## config.mk

```make
export PLATFORM = sky130hd
export DESIGN_NAME = alu_cmd_sequencer_flat
export DESIGN_NICKNAME = d
export VERILOG_FILES = /design/src/rtl/alu_cmd_sequencer_if.sv /design/src/rtl/alu_cmd_sequencer.sv /design/src/flat_wrapper.sv
export SDC_FILE = /design/constraint.sdc
export NUM_CORES = 1
export LEC_CHECK = 0
export BUFFER_PORTS_ARGS = -buffer_cell sky130_fd_sc_hd__buf_2
export CAP_MARGIN = 20
export CORE_ASPECT_RATIO = 1.5
export CORE_UTILIZATION = 47
export CTS_CLUSTER_SIZE = 24
export DETAILED_ROUTE_END_ITERATION = 8
export PLACE_DENSITY_LB_ADDON = 0.25
export SYNTH_ARGS = -nofsm -noshare
export SYNTH_HDL_FRONTEND = slang
export SYNTH_SLANG_ARGS = --single-unit
export TNS_END_PERCENT = 30
```

## constraint.sdc

```tcl
create_clock -name clk -period 2.2 [get_ports clk]
set_clock_uncertainty 0.1 [all_clocks]
set_input_delay 0.44 -clock clk [delete_from_list [all_inputs] [get_ports clk]]
set_output_delay 0.44 -clock clk [all_outputs]
set_load 0.01 [all_outputs]
```

## src/rtl/alu_cmd_sequencer_if.sv

```systemverilog
// Command channel into alu_cmd_sequencer: one register-transfer command per valid/ready handshake.
interface alu_cmd_sequencer_if;
  logic        cmd_valid;
  logic        cmd_ready;
  logic [7:0]  cmd_op;
  logic [3:0]  cmd_srca;
  logic [3:0]  cmd_srcb;
  logic        cmd_use_imm;
  logic [15:0] cmd_imm;
  logic        cmd_wb;
  logic [3:0]  cmd_dst;

  modport master (
    output cmd_valid, cmd_op, cmd_srca, cmd_srcb, cmd_use_imm, cmd_imm, cmd_wb, cmd_dst,
    input  cmd_ready
  );

  modport slave (
    input  cmd_valid, cmd_op, cmd_srca, cmd_srcb, cmd_use_imm, cmd_imm, cmd_wb, cmd_dst,
    output cmd_ready
  );
endinterface

```

## src/rtl/alu_cmd_sequencer.sv

```systemverilog
// Buffers register-transfer commands in a FIFO and sequences the ALU/register-file datapath
// controls for each one: EXEC drives the datapath, CAPTURE reports the resulting flags.
module alu_cmd_sequencer #(
  parameter int DEPTH = 4,
  parameter int NREGS = 16
) (
  input  logic                    clk,
  input  logic                    reset,
  alu_cmd_sequencer_if.slave      cmd,
  output logic [7:0]              alu_op,
  output logic [3:0]              a_sel,
  output logic [3:0]              b_sel,
  output logic                    imm_sel,
  output logic [15:0]             imm,
  output logic [NREGS-1:0]        reg_en,
  output logic                    flags_en,
  output logic                    tri_en,
  input  logic [4:0]              flags_in,
  output logic                    done,
  output logic [4:0]              done_flags,
  output logic [3:0]              done_dst,
  output logic                    busy,
  output logic [$clog2(DEPTH):0]  fifo_count
);
  localparam int PW = $clog2(DEPTH);
  localparam logic [PW:0] FULL_CNT = (PW+1)'(DEPTH);

  typedef struct packed {
    logic [7:0]  op;
    logic [3:0]  srca;
    logic [3:0]  srcb;
    logic        use_imm;
    logic [15:0] imm;
    logic        wb;
    logic [3:0]  dst;
  } cmd_t;

  typedef enum logic [1:0] {IDLE, EXEC, CAPTURE} state_t;

  cmd_t          mem_q [DEPTH];
  cmd_t          push_cmd;
  cmd_t          cmd_q, cmd_d;
  state_t        state_q, state_d;
  logic [PW-1:0] wr_ptr_q, wr_ptr_d;
  logic [PW-1:0] rd_ptr_q, rd_ptr_d;
  logic [PW:0]   count_q, count_d;
  logic          push, pop, full, empty;

  assign full  = (count_q == FULL_CNT);
  assign empty = (count_q == '0);
  // A full FIFO refuses a push even when a pop happens in the same cycle.
  assign push  = cmd.cmd_valid & ~full;

  assign push_cmd = '{op: cmd.cmd_op, srca: cmd.cmd_srca, srcb: cmd.cmd_srcb,
                      use_imm: cmd.cmd_use_imm, imm: cmd.cmd_imm, wb: cmd.cmd_wb,
                      dst: cmd.cmd_dst};

  assign cmd.cmd_ready = ~full;
  assign busy          = (state_q != IDLE) | ~empty;
  assign fifo_count    = count_q;

  // NOTE: the storage array has no reset; only pointers and count define which entries are valid.
  always_ff @(posedge clk) begin
    if (push) mem_q[wr_ptr_q] <= push_cmd;
  end

  always_comb begin
    wr_ptr_d = push ? wr_ptr_q + PW'(1) : wr_ptr_q;
    rd_ptr_d = pop  ? rd_ptr_q + PW'(1) : rd_ptr_q;
    case ({push, pop})
      2'b10:   count_d = count_q + (PW+1)'(1);
      2'b01:   count_d = count_q - (PW+1)'(1);
      default: count_d = count_q;
    endcase
  end

  // NOTE: every variable gets a default before the case so no path leaves one unassigned (no latches).
  always_comb begin
    state_d    = state_q;
    cmd_d      = cmd_q;
    pop        = 1'b0;
    alu_op     = '0;
    a_sel      = '0;
    b_sel      = '0;
    imm_sel    = 1'b0;
    imm        = '0;
    reg_en     = '0;
    flags_en   = 1'b0;
    tri_en     = 1'b0;
    done       = 1'b0;
    done_flags = '0;
    done_dst   = '0;

    if (state_q != IDLE) begin
      alu_op  = cmd_q.op;
      a_sel   = cmd_q.srca;
      b_sel   = cmd_q.srcb;
      imm_sel = cmd_q.use_imm;
      imm     = cmd_q.use_imm ? cmd_q.imm : '0;
    end

    case (state_q)
      IDLE: begin
        if (!empty) begin
          pop     = 1'b1;
          cmd_d   = mem_q[rd_ptr_q];
          state_d = EXEC;
        end
      end
      EXEC: begin
        tri_en   = 1'b1;
        flags_en = 1'b1;
        if (cmd_q.wb) reg_en = {{(NREGS-1){1'b0}}, 1'b1} << cmd_q.dst;
        state_d  = CAPTURE;
      end
      CAPTURE: begin
        done       = 1'b1;
        done_flags = flags_in;
        done_dst   = cmd_q.dst;
        // Loading the next command straight from CAPTURE keeps back-to-back throughput at 2 cycles.
        if (!empty) begin
          pop     = 1'b1;
          cmd_d   = mem_q[rd_ptr_q];
          state_d = EXEC;
        end else begin
          state_d = IDLE;
        end
      end
      default: state_d = IDLE;
    endcase
  end

  // NOTE: sequential state uses non-blocking assignments so all registers update from pre-edge values.
  always_ff @(posedge clk) begin
    if (reset) begin
      state_q  <= IDLE;
      cmd_q    <= '0;
      wr_ptr_q <= '0;
      rd_ptr_q <= '0;
      count_q  <= '0;
    end else begin
      state_q  <= state_d;
      cmd_q    <= cmd_d;
      wr_ptr_q <= wr_ptr_d;
      rd_ptr_q <= rd_ptr_d;
      count_q  <= count_d;
    end
  end
endmodule

```

## src/flat_wrapper.sv

```systemverilog
// flat-port wrapper written by rule: the top's interface ports become plain ports
module alu_cmd_sequencer_flat 
#(
  parameter int DEPTH = 4,
  parameter int NREGS = 16
)
  (clk, reset, alu_op, a_sel, b_sel, imm_sel, imm, reg_en, flags_en, tri_en, flags_in, done, done_flags, done_dst, busy, fifo_count, cmd_cmd_valid, cmd_cmd_op, cmd_cmd_srca, cmd_cmd_srcb, cmd_cmd_use_imm, cmd_cmd_imm, cmd_cmd_wb, cmd_cmd_dst, cmd_cmd_ready);
  alu_cmd_sequencer_if cmd_i ();
  input  logic clk;
  input  logic reset;
  output logic [7:0] alu_op;
  output logic [3:0] a_sel;
  output logic [3:0] b_sel;
  output logic imm_sel;
  output logic [15:0] imm;
  output logic [NREGS-1:0] reg_en;
  output logic flags_en;
  output logic tri_en;
  input  logic [4:0] flags_in;
  output logic done;
  output logic [4:0] done_flags;
  output logic [3:0] done_dst;
  output logic busy;
  output logic [$clog2(DEPTH):0] fifo_count;
  input wire logic [$bits(cmd_i.cmd_valid)-1:0] cmd_cmd_valid;
  input wire logic [$bits(cmd_i.cmd_op)-1:0] cmd_cmd_op;
  input wire logic [$bits(cmd_i.cmd_srca)-1:0] cmd_cmd_srca;
  input wire logic [$bits(cmd_i.cmd_srcb)-1:0] cmd_cmd_srcb;
  input wire logic [$bits(cmd_i.cmd_use_imm)-1:0] cmd_cmd_use_imm;
  input wire logic [$bits(cmd_i.cmd_imm)-1:0] cmd_cmd_imm;
  input wire logic [$bits(cmd_i.cmd_wb)-1:0] cmd_cmd_wb;
  input wire logic [$bits(cmd_i.cmd_dst)-1:0] cmd_cmd_dst;
  output wire logic [$bits(cmd_i.cmd_ready)-1:0] cmd_cmd_ready;
  assign cmd_i.cmd_valid = cmd_cmd_valid;
  assign cmd_i.cmd_op = cmd_cmd_op;
  assign cmd_i.cmd_srca = cmd_cmd_srca;
  assign cmd_i.cmd_srcb = cmd_cmd_srcb;
  assign cmd_i.cmd_use_imm = cmd_cmd_use_imm;
  assign cmd_i.cmd_imm = cmd_cmd_imm;
  assign cmd_i.cmd_wb = cmd_cmd_wb;
  assign cmd_i.cmd_dst = cmd_cmd_dst;
  assign cmd_cmd_ready = cmd_i.cmd_ready;
  alu_cmd_sequencer #(.DEPTH(DEPTH), .NREGS(NREGS)) u_core (.clk(clk), .reset(reset), .cmd(cmd_i), .alu_op(alu_op), .a_sel(a_sel), .b_sel(b_sel), .imm_sel(imm_sel), .imm(imm), .reg_en(reg_en), .flags_en(flags_en), .tri_en(tri_en), .flags_in(flags_in), .done(done), .done_flags(done_flags), .done_dst(done_dst), .busy(busy), .fifo_count(fifo_count));
endmodule
```

==> Yosys cells after proc, flatten, opt, wreduce, memory -nomap -nowiden <==
Memories as Yosys holds them, arrays and structs flattened. A register that Yosys moved wholly into a read port is not among the register bits.
Cells that the tools add are included.
{ "word_totals": {"elab_cells": 46, "out_inout_bits": 66, "mem_count": 1, "ram_bits": 152, "register_bits": 9} }
{ "mem_list": {"columns": ["name", "depth", "word_bits", "read_ports", "rd_ports_with_merged_regs", "wr", "line", "source"], "rows": [
  ["u_core.mem_q", 4, 38, 1, 1, 1, "alu_cmd_sequencer.sv:40", "cmd_t mem_q [DEPTH];"]
]} }
{ "op_classes": {"n_addsub": 4, "shifts": 1, "mux": 20, "eq_ne": 6, "bitwise": 4, "n_reduce_logical": 6} }
{ "ops": {"columns": ["operator", "n"], "rows": [
  ["$mux W16", 4],
  ["$shl A1 B4 Y16 const A", 1],
  ["$mux W4", 3],
  ["$mux W1", 8],
  ["$mux W8", 1],
  ["$pmux W2 S3", 1],
  ["$pmux W3 S2", 1],
  ["$mux W5", 1],
  ["$add A2 B1 Y2 const B", 2],
  ["$eq A2 B1 Y1 const B", 2],
  ["$eq A2 B2 Y1 const B", 2],
  ["$reduce_bool A2 Y1", 2],
  ["$add A3 B1 Y3 const B", 1],
  ["$eq A3 B3 Y1 const B", 1],
  ["$logic_not A3 Y1", 1],
  ["$sub A3 B1 Y3 const B", 1],
  ["$logic_not A2 Y1", 1],
  ["$mux W2", 1],
  ["$ne A2 B2 Y1 const B", 1],
  ["$not A1 Y1", 2],
  ["$reduce_and A2 Y1", 1],
  ["$reduce_or A2 Y1", 1],
  ["$and A1 B1 Y1", 1],
  ["$or A1 B1 Y1", 1]
]} }

==> Depth between registers and ports, before layout <==
Gate-level depths: netlist of run 1.
{ "logic_depth": {"word_depth": 5, "ltp_mapped": 8, "mapped_depth_nobuf": 7} }

==> Worst setup path before layout of run 1 <==
No wires, ideal clock.
{ "synth_path": {"path_type": "flip-flop to flip-flop", "from": "register u_core.count_q[0], in the netlist u_core.fifo_count[0]", "to": "memory u_core.mem_q[0][0] (netlist name) (enable)", "arrival_time_ps": 1933, "path_slack_ps": -233, "period_less_slack_ps": 2433, "required_ps": 1701, "path_stages_with_launch": 4, "cell_sequence": "dfxtp_1 > or3b_1 > clkbuf_1 > and3_1"} }
{ "synth_between": {"elab_chain_len": 5} }
{ "synth_rtl": {"columns": ["item", "line", "source"], "rows": [
  ["start, declared", "alu_cmd_sequencer.sv:46", "logic [PW:0] count_q, count_d;"],
  ["start signal, assigned", "alu_cmd_sequencer.sv:146", "count_q <= count_d;"],
  ["$eq A3 B3 Y1", "alu_cmd_sequencer.sv:49", "assign full = (count_q == FULL_CNT);"],
  ["$not A1 Y1", null, null],
  ["via cmd_cmd_ready", "flat_wrapper.sv:33", "output wire logic [$bits(cmd_i.cmd_ready)-1:0] cmd_cmd_ready;"],
  ["$and A1 B1 Y1", "alu_cmd_sequencer.sv:52", "assign push = cmd.cmd_valid & ~full;"],
  ["$mux W1", "alu_cmd_sequencer.sv:64", "if (push) mem_q[wr_ptr_q] <= push_cmd;"],
  ["$mux W1 (not written as such)", "alu_cmd_sequencer.sv:64", null],
  ["end, declared", "alu_cmd_sequencer.sv:40", null]
]} }
The timed path passes the listed nets, and every way through them passes these cells.

==> Worst setup path after layout of run 1 <==
{ "layout_path": {"from": "register u_core.count_q[2], in the netlist u_core.fifo_count[2]", "to": "output busy"} }
{ "layout_between": {"elab_chain_len": 3} }
{ "layout_rtl": {"columns": ["item", "line", "source"], "rows": [
  ["$logic_not A3 Y1", "alu_cmd_sequencer.sv:50", "assign empty = (count_q == '0);"],
  ["$not A1 Y1 (no source line)", null, null],
  ["$or A1 B1 Y1", "alu_cmd_sequencer.sv:59", "assign busy = (state_q != IDLE) | ~empty;"],
  ["end, declared", "flat_wrapper.sv:23", "output logic busy;"]
]} }
No other way between the ends.

==> results of run 1 <==
-- cells by family after synthesis --
family	after synthesis	synth area share, %
buffers and inverters	33	2.40
adders and majority gates	6	1.09
xor gates and xnor gates	2	0.232
AOI/OAI and AO/OA	49	5.34
DFF	199	72.8
muxes	39	11.4
and+or+nand+nor	87	6.68
-- final timing paths --
path              cells past startpoint              endpoint                  from  slack (ps)
setup / recovery                      3                  busy  u_core.fifo_count[2]          30
hold / removal                        1   u_core.mem_q[0][14]        cmd_cmd_imm[9]         130
setup reg to reg                      7  u_core.fifo_count[2]  u_core.fifo_count[2]         110
hold reg to reg                       1      u_core.cmd_q[32]      u_core.cmd_q[32]         370
-- cells in the mapped netlist, drive strengths merged --
cell and count:
edfxtp 152, dfxtp 47, a22o 38, mux4 38, and2 26, and3 20
clkbuf 16, nor2 16, buf 13, nor3 7, a21oi 5, ha 5
inv 4, or3 3, a21o 2, nand2 2, nand2b 2, nand3 2
nand4b 2, nor2b 2, o21ai 2, or2 2, a311oi 1, a31o 1
fa 1, mux2i 1, nand4 1, nand4bb 1, or3b 1, xnor2 1
xor2 1
-- per-stage QoR --
stage          TNS (ps)  hold slack (ps)
3_5_place_dp          0              357
4_1_cts               0              111
2_1_floorplan    -17730              327
3_3_place_gp          0              341
6_report              0              129
5_1_grt           -56.7              113
-- what timing repair did --
action                                  CTS  global route
cloned                                    1             0
gates resized for setup                  11             3
pin swaps                                 0             1
endpoints found under the setup margin   51            13
-- critical path, cell delays in order, from the launching register on --
cell and delay (ps):
dfxtp_2 350, or3_4 430, or2_2 300, buf_2 140
-- layer usage --
| layer | vias to the layer above | wire length (microns) | GRT usage [%] |
|---|---|---|---|
| li1 | 1880 | - | - |
| met1 | 2076 | 6140 | 22.8 |
| met2 | 121 | 8010 | 34.2 |
| met3 | 13 | 570 | 3.73 |
| met4 | 0 | 176 | 6.48 |
| met5 | - | 0 | 0 |
-- flip-flops by register name, indices dropped and copies added (netlist names) --
signal	cells
u_core.mem_q	152
u_core.cmd_q	38
u_core.state_q	2
u_core.rd_ptr_q	2
u_core.fifo_count	3
u_core.wr_ptr_q	2
-- power groups by stage --
stage / logic [mW] / registers [mW] / clock network (mW)
3_5_place_dp: 2.52 / 5.19 / 0
3_3_place_gp: 2.47 / 5.15 / 0
2_1_floorplan: 1.84 / 4.97 / 0
6_report: 2.64 / 5.13 / 2.86
5_1_grt: 2.86 / 5.21 / 3.07
4_1_cts: 2.68 / 5.13 / 2.94
-- final cells by class --
class	instances	area share, %
timing repair buffer	129	9.09
clock buffer	17	4.69
tap	203	2.80
multi-input combinational	183	21.1
clock inverter	15	1.27
inverter	4	0.166
sequential	199	60.9
==> summary.md, run 1 <==
| Metric | Value |
|---|---|
| Status | `finished clean` |
| Die Footprint | `about 17000 sq um` |
| FP Rows | `56` |
| DP Area | `8460 sq um` |
| Least-Margin Pin Slew | `455 ps` |
| Net Sw Power | `3.12 mW` |
| CP required | `roughly 1700 ps` |
| Fillers | `1202` |
| First-pass GRT wire length | `roughly 23000 microns` |
| Cells after DPL | `717` |
| Initial Util | `48.2%` |
| Post-route antenna net violation count | `0` |
| Top-level port count | `around 110` |
| Most common cell after layout, fill and taps aside | `edfxtp_1` |
| Post-layout instance area | `9060 sq um` |
| CP arrival | `1630 ps` |
| DR pass1 iterations | `4` |
| Dpl hpwl | `8900 microns` |
| Tcrit/Tclk final | `98.8%` |
| Core Area | `15700 sq um` |
| Slew Limit Fails | `0` |
| Detailed-route wire length | `14900 microns` |
| Power Density | `approximately 1200 nW/um^2` |
| Synth Register Bits | `just under 200` |
| Clk sink count | `roughly 200` |
| Vias in the first global route | `4274` |
| PortBufs | `111` |
| Vias/cell | `5.45` |
| Synth top area share | `roughly 60%` |
| Final setup vio count | `0` |
| Setup bufs post-CTS | `0` |
| DRC viols | `0` |
| GRT Residual Overflow | `0` |
| Endpoints failing hold | `0` |
| Net Sw Frac | `29.3%` |
| CTS root buffer | `clkbuf_16` |
| Comb power frac | `roughly 25%` |
| TritonCTS clock tree | `yes` |
| Area occupied by multi-input gates | `1910 sq um` |
| Pre-CTS setup slack | `26.9 ps` |
| All-layer global routing usage | `19.0%` |
| Vias | `4090` |
| Cts bufs inserted | `17` |
| Fmax | `roughly 460 MHz` |
| HP Class | `in2reg` |
| Synth area leaders | `edfxtp_1 60%, dfxtp_1 12%, mux4_2 11%, a22o_1 4.4%, and2_1 2.2%` |
| Syn-to-layout area delta | `19.8%` |
| Chip width | `106 microns` |
| Largest net degree at the start of global routing | `40` |
| Post-route minimum period | `2170 ps` |
| Worst rel slew slack | `69.6%` |
| RSZ-0062 raised after global routing | `true` |
| Leakage power | `3.41 nW` |
| Crit start category | `flip-flop` |
| Cells after synthesis | `415` |
| Nature of the critical path endpoint | `output pin` |
| Post-Syn Area | `7560 sq um` |
| DR iter-0 viols | `about 280` |
| Clock Latency Late Sink | `420 ps` |
| Register area share after synthesis | `72.8%` |
| Worst setup path category | `reg2out` |
| Design Power | `10.6 mW` |
| Syn_area_per_cell | `18.2 sq um` |
| Setup slack after layout | `26.2 ps` |
| Synth area leader | `edfxtp_1` |
| MaxCap Viol Count | `0` |
| Max VDD drop | `around 790 uV` |
| Max clock buf depth | `2` |
| H-tree Lvls | `4` |
| WL/cell | `19.9 microns` |
| Ys Warns | `0` |
| Clock Pin Slew Worst Setup and Hold Paths | `70 ps` |
| Height of the die | `157 microns` |
| Syn nets | `467` |
| Post-CTS Hold Buffers | `0` |
| Final net count | `about 600` |
| Cell Count, Final, Fillers Out | `750` |
| GPL Wtd Cong | `0.699` |
| Layout cells sized above 1 | `39.5%` |
| CP max FO | `6` |
| FF+latch area | `5520 sq um` |
| Clk pwr share | `26.9%` |
| Sequential Power Share | `48.3%` |
| Most frequent cells in the layout | `152 x edfxtp_1, 111 x buf_2, 41 x dfxtp_1` |
| Pint | `7.50 mW` |
| Util after Layout | `57.7%` |
| Diode count | `0` |
| Yosys cell types | `36` |
| Initial antenna violation count | `0` |
(Power assumes the default switching activity.)
==> run 2: changes to the inputs <==
==> constraint.sdc (replaced) <==
create_clock -name clk -period 2.2 [get_ports clk]
set_clock_uncertainty 0.1 [all_clocks]
set_input_delay 0.44 -clock clk [delete_from_list [all_inputs] [get_ports clk]]
set_output_delay 0.44 -clock clk [all_outputs]
set_load 0.05 [all_outputs]
==> run 2 against run 1 <==
Net effect: the flow now finishes with violations (negative setup slack); die area unchanged; non-clock buffer count increased by 6; first-iteration DRC count is 3.9% lower; hold slack got worse by 3.7 ps; utilization increased by 3.2 points; critical path depth did not move; critical path type unchanged; critical endpoint unchanged; largest power group unchanged; highest routed layer unchanged.
==> summary.md, run 2 (same netlist as run 1, synthesis figures left out) <==
| Metric | Value |
|---|---|
| GPL Wtd Cong | `0.734` |
| All-layer global routing usage | `about a fifth` |
| Least-Margin Pin Slew | `554 ps` |
| Most frequent cells in the layout | `152 x edfxtp_1, 62 x buf_2, 40 x dfxtp_1` |
| First-pass GRT wire length | `~24000 microns` |
| Worst rel slew slack | `63.1%` |
| Core Area | `approximately 16000 sq um` |
| Biggest register | `u_core.mem_q` |
| Final setup TNS | `-1.07 ps` |
| CTS root buffer | `clkbuf_16` |
| Initial Util | `about half` |
| Post-layout instance area | `about 9600 sq um` |
| Chip width | `106 microns` |
| Status | `finished with violations` |
| Nature of the critical path endpoint | `output pin` |
| Power Density | `1210 nW/um^2` |
| Initial antenna violation count | `0` |
| Tcrit/Tclk final | `100%` |
| Height of the die | `157 microns` |
| Clock Latency Late Sink | `420 ps` |
| Fmax | `454 MHz` |
| Top-level port count | `112` |
| Failing checks | `negative setup slack` |
| Leakage power | `3.49 nW` |
| Final net count | `just under 600` |
| Final setup vio count | `1` |
| Max clock buf depth | `2` |
| Die Footprint | `about 17000 sq um` |
| Largest net degree at the start of global routing | `40` |
| Most common cell after layout, fill and taps aside | `edfxtp_1` |
| Endpoints failing hold | `0` |
| DR iter-0 viols | `approximately 270` |
| Dpl hpwl | `8650 microns` |
| DP Area | `8560 sq um` |
| HP Class | `in2reg` |
| Post-route minimum period | `2200 ps` |
| Clk sink count | `around 200` |
| CP max FO | `6` |
| WL/cell | `approximately 20 microns` |
| DRC viols | `0` |
| PortBufs | `about 110` |
| TritonCTS clock tree | `yes` |
| Cells after DPL | `716` |
| Cts bufs inserted | `17` |
| FP Rows | `56` |
| Post-route antenna net violation count | `0` |
| GRT Residual Overflow | `0` |
| Crit start category | `flip-flop` |
| Fillers | `1172` |
| Vias/cell | `5.49` |
| Design Power | `11.6 mW` |
| Clock Pin Slew Worst Setup and Hold Paths | `80 ps` |
| Vias | `4154` |
| Slew Limit Fails | `0` |
| Vias in the first global route | `4397` |
| Layout cells sized above 1 | `43.4%` |
| MaxCap Viol Count | `0` |
| CP required | `1660 ps` |
| CP arrival | `1660 ps` |
| DR pass1 iterations | `4` |
| Max VDD drop | `884 uV` |
| Setup slack after layout | `-1.07 ps` |
| H-tree Lvls | `4` |
| Max reg flops | `152` |
| Detailed-route wire length | `15500 microns` |
| RSZ-0062 raised after global routing | `true` |
| Worst setup path category | `reg2out` |
| Syn-to-layout area delta | `26.5%` |
| Cell Count, Final, Fillers Out | `756` |
| Post-CTS Hold Buffers | `0` |
| Diode count | `0` |
run 2: cell types whose count changed in the layout (fill, tap and decap cells not counted), moves of 3 or more:
cell / previous run / this run
buf_2: 111 / 62
buf_6: 0 / 39
buf_4: 8 / 22
nor2_1: 16 / 4
nor2_2: 0 / 9
nor3_4: 0 / 4
inv_6: 6 / 3
nor2_4: 0 / 3
nor3_1: 5 / 2
run 2: power breakdown:
group,leakage [nW],switching [mW],internal (mW)
Combinational,1.41,1.87,1.49
Sequential,1.78,0.427,4.70
Clock,0.292,1.38,1.71
Total,3.49,3.68,7.91
run 2: area by class of cell:
cell class / instances / area, sq um / area share, %
multi-input combinational: 183 / 2020 / 21.1
clock inverter: 14 / 169 / 1.77
clock buffer: 18 / 429 / 4.49
tap: 203 / 254 / 2.66
inverter: 4 / 15.0 / 0.157
timing repair buffer: 135 / 1160 / 12.1
sequential: 199 / 5520 / 57.7
run 2: final timing paths:
| path | from | to | slack [ps] | depth (start not counted) |
|---|---|---|---|---|
| worst max-delay path | u_core.fifo_count[0] | busy | -1 | 3 |
| worst min-delay path | cmd_cmd_srcb[0] | u_core.mem_q[2][22] | 130 | 1 |
| worst max register to register | u_core.fifo_count[0] | u_core.fifo_count[2] | 130 | 7 |
| worst min register to register | u_core.cmd_q[37] | u_core.cmd_q[37] | 380 | 1 |
run 2: worst max-delay path: stages (launching register included):
cell and delay [ps]:
dfxtp_2 360, or3_4 400, or2_2 320, buf_6 160
run 2: repair_timing:
item | in CTS | in global routing
gates cloned | 0 | 1
setup buffers | 4 | 3
gates resized for setup | 66 | 36
pin swaps | 1 | 0
setup endpoints to repair | 59 | 59
run 2: per-stage QoR:
step           hold WS (ps)  setup WS, ps  util, %
2_1_floorplan           340          -233        -
3_3_place_gp            354           175     54.5
3_5_place_dp            358           126     54.5
4_1_cts                 107         -54.9     59.8
5_1_grt                 105         -57.9     60.9
6_report                125         -1.07     60.9
run 2: per-layer routing:
layer	track usage (%)	vias up	routed length (microns)
li1	-	1889	-
met1	21.9	2117	6050
met2	35.7	123	8470
met3	4.60	25	625
met4	8.47	0	320
met5	0	-	0
==> run 3: changes to the inputs <==
Clock period 2.2 ns to 2.1 ns, I/O delays scaled along.
==> run 3 against run 2 <==
Net effect: the flow still finishes with violations (negative setup slack); combinational power is 15% higher; utilization up 2.0 points; wire length rose by 1.4%; critical endpoint unchanged; non-clock buffer count grew 6; via count up 0.79%; clock-buffer cell count is 1 higher; sequential power up 5.1%; first-iteration DRC count fell by 18%; largest power group unchanged; setup slack got worse by 38 ps; power up 9.2%.
==> summary.md, run 3 (same netlist as run 1, synthesis figures left out) <==
| Metric | Value |
|---|---|
| Most common cell after layout, fill and taps aside | `edfxtp_1` |
| Max clock buf depth | `2` |
| FF-to-FF End | `u_core.fifo_count[2]` |
| Slew Limit Fails | `0` |
| Post-route antenna net violation count | `0` |
| Fillers | `1132` |
| Initial Util | `between 40% and 50%` |
| Design Power | `12.6 mW` |
| WL/cell | `20.6 microns` |
| Util after Layout | `between 60% and 70%` |
| Clk sink count | `around 200` |
| GRT Residual Overflow | `0` |
| Worst Hold End | `u_core.mem_q[1][22]` |
| Failing checks | `negative setup slack` |
| CTS root buffer | `clkbuf_16` |
| Vias in the first global route | `4407` |
| Crit start category | `flip-flop` |
| All-layer global routing usage | `19.8%` |
| Worst rel slew slack | `73.4%` |
| RSZ-0062 raised after global routing | `true` |
| HP Class | `in2reg` |
| TritonCTS clock tree | `yes` |
| Fmax | `468 MHz` |
| Power Density | `1280 nW/um^2` |
| Worst hold stages | `1` |
| Dpl hpwl | `about 9000 microns` |
| CP arrival | `~1600 ps` |
| Height of the die | `157 microns` |
| Cell Count, Final, Fillers Out | `762` |
| Final setup vio count | `34` |
| CP max FO | `5` |
| DR pass1 iterations | `5` |
| Status | `finished with violations` |
| Max VDD drop | `868 uV` |
| Cts bufs inserted | `17` |
| Top-level port count | `112` |
| MaxCap Viol Count | `0` |
| First-pass GRT wire length | `24000 microns` |
| Vias/cell | `5.49` |
| Worst flop-to-flop path startpoint | `u_core.fifo_count[2]` |
| Post-route minimum period | `approximately 2100 ps` |
| Final net count | `598` |
| Clock Latency Late Sink | `430 ps` |
| Least-Margin Pin Slew | `400 ps` |
| Pre-CTS setup slack | `53.4 ps` |
| Leakage power | `3.55 nW` |
| FF+latch area | `5530 sq um` |
| FP Rows | `56` |
| Syn-to-layout area delta | `30.6%` |
| Initial antenna violation count | `0` |
| H-tree Lvls | `4` |
| Die Footprint | `16600 sq um` |
| Diode count | `0` |
| Hold Crit Start | `cmd_cmd_srcb[0]` |
| Worst setup path category | `reg2out` |
| Endpoints failing hold | `0` |
| Cells after DPL | `between 700 and 800` |
| Nature of the critical path endpoint | `output pin` |
| Detailed-route wire length | `about 16000 microns` |
| Largest net degree at the start of global routing | `39` |
| Vias | `~4200` |
| Max reg flops | `152` |
| Area occupied by multi-input gates | `2180 sq um` |
| GPL Wtd Cong | `0.730` |
| DR iter-0 viols | `224` |
| Layout cells sized above 1 | `50.8%` |
| Most frequent cells in the layout | `152 x edfxtp_1, 60 x buf_2, 52 x buf_6` |
| CP required | `between 1500 and 2000 ps` |
| Chip width | `106 microns` |
| Worst R2R Path Depth | `7` |
| Clock Pin Slew Worst Setup and Hold Paths | `70 ps` |
| Tcrit/Tclk final | `102%` |
| Core Area | `15700 sq um` |
| Biggest register | `u_core.mem_q` |
| PortBufs | `111` |
| Reg2reg setup slack | `130 ps` |
| Setup slack after layout | `-38.7 ps` |
| DRC viols | `0` |
==> run 3: cell count changes in the layout (fill, tap and decap cells not counted), sizes merged <==
cell / before / now
clkbuf: 19 / 21
bufinv: 2 / 3
clkinv: 6 / 2
buf: 134 / 139
inv: 9 / 11
==> run 3: what timing repair did <==
item | 4_1_cts | 5_1_grt
gates cloned | 1 | 2
setup buffers | 8 | 0
gates resized for setup | 105 | 56
setup endpoints to repair | 61 | 61
pin swaps | 4 | 4
hold buffers | 0 | 0
==> run 3: stage by stage <==
| step | area (sq um) | hold slack (ps) | setup TNS, ps |
|---|---|---|---|
| 6_report | 9880 | 102 | -671 |
| 3_3_place_gp | 8570 | 353 | 0 |
| 3_5_place_dp | 8570 | 356 | 0 |
| 4_1_cts | 9610 | 85.9 | -716 |
| 5_1_grt | 9880 | 83.6 | -3220 |
| 2_1_floorplan | 7670 | 340 | -347 |
==> run 3: layout make-up <==
type	instances	share of cell area, %
timing repair buffer	141	12.9
clock buffer	19	4.48
clock inverter	13	1.86
inverter	4	0.152
tap	203	2.57
sequential	199	56.0
multi-input combinational	183	22.1
==> run 3: report_power, final <==
part / internal [mW] / total [mW] / switching, mW
combinational: 1.79 / 3.85 / 2.07
sequential: 4.94 / 5.39 / 0.448
clock: 1.95 / 3.41 / 1.46
total: 8.68 / 12.6 / 3.97
==> run 3: how the worst max path moves through the flow <==
stage	from	end	slack (ps)	cells past startpoint
6_report	u_core.state_q[0]	busy	-40	4
3_5_place_dp	u_core.fifo_count[2]	u_core.fifo_count[2]	50	7
4_1_cts	u_core.state_q[1]	busy	-100	4
5_1_grt	u_core.state_q[0]	reg_en[0]	-130	5
2_1_floorplan	u_core.fifo_count[0]	u_core.fifo_count[2]	-50	8
3_3_place_gp	u_core.fifo_count[2]	u_core.fifo_count[2]	100	7
==> run 3: critical path, cell delays in order (launching register included) <==
cell and delay (ps):
dfxtp_4 350, or2_4 310, buf_12 160, or2_4 230, buf_8 150
==> run 3: metal layers <==
layer | vias to the layer above | routed length (microns) | global-route usage [%]
met2 | 128 | 8580 | 36.0
met3 | 11 | 817 | 4.55
met4 | 0 | 156 | 6.15
met5 | - | 0 | 0
met1 | 2136 | 6120 | 23.2
li1 | 1912 | - | -
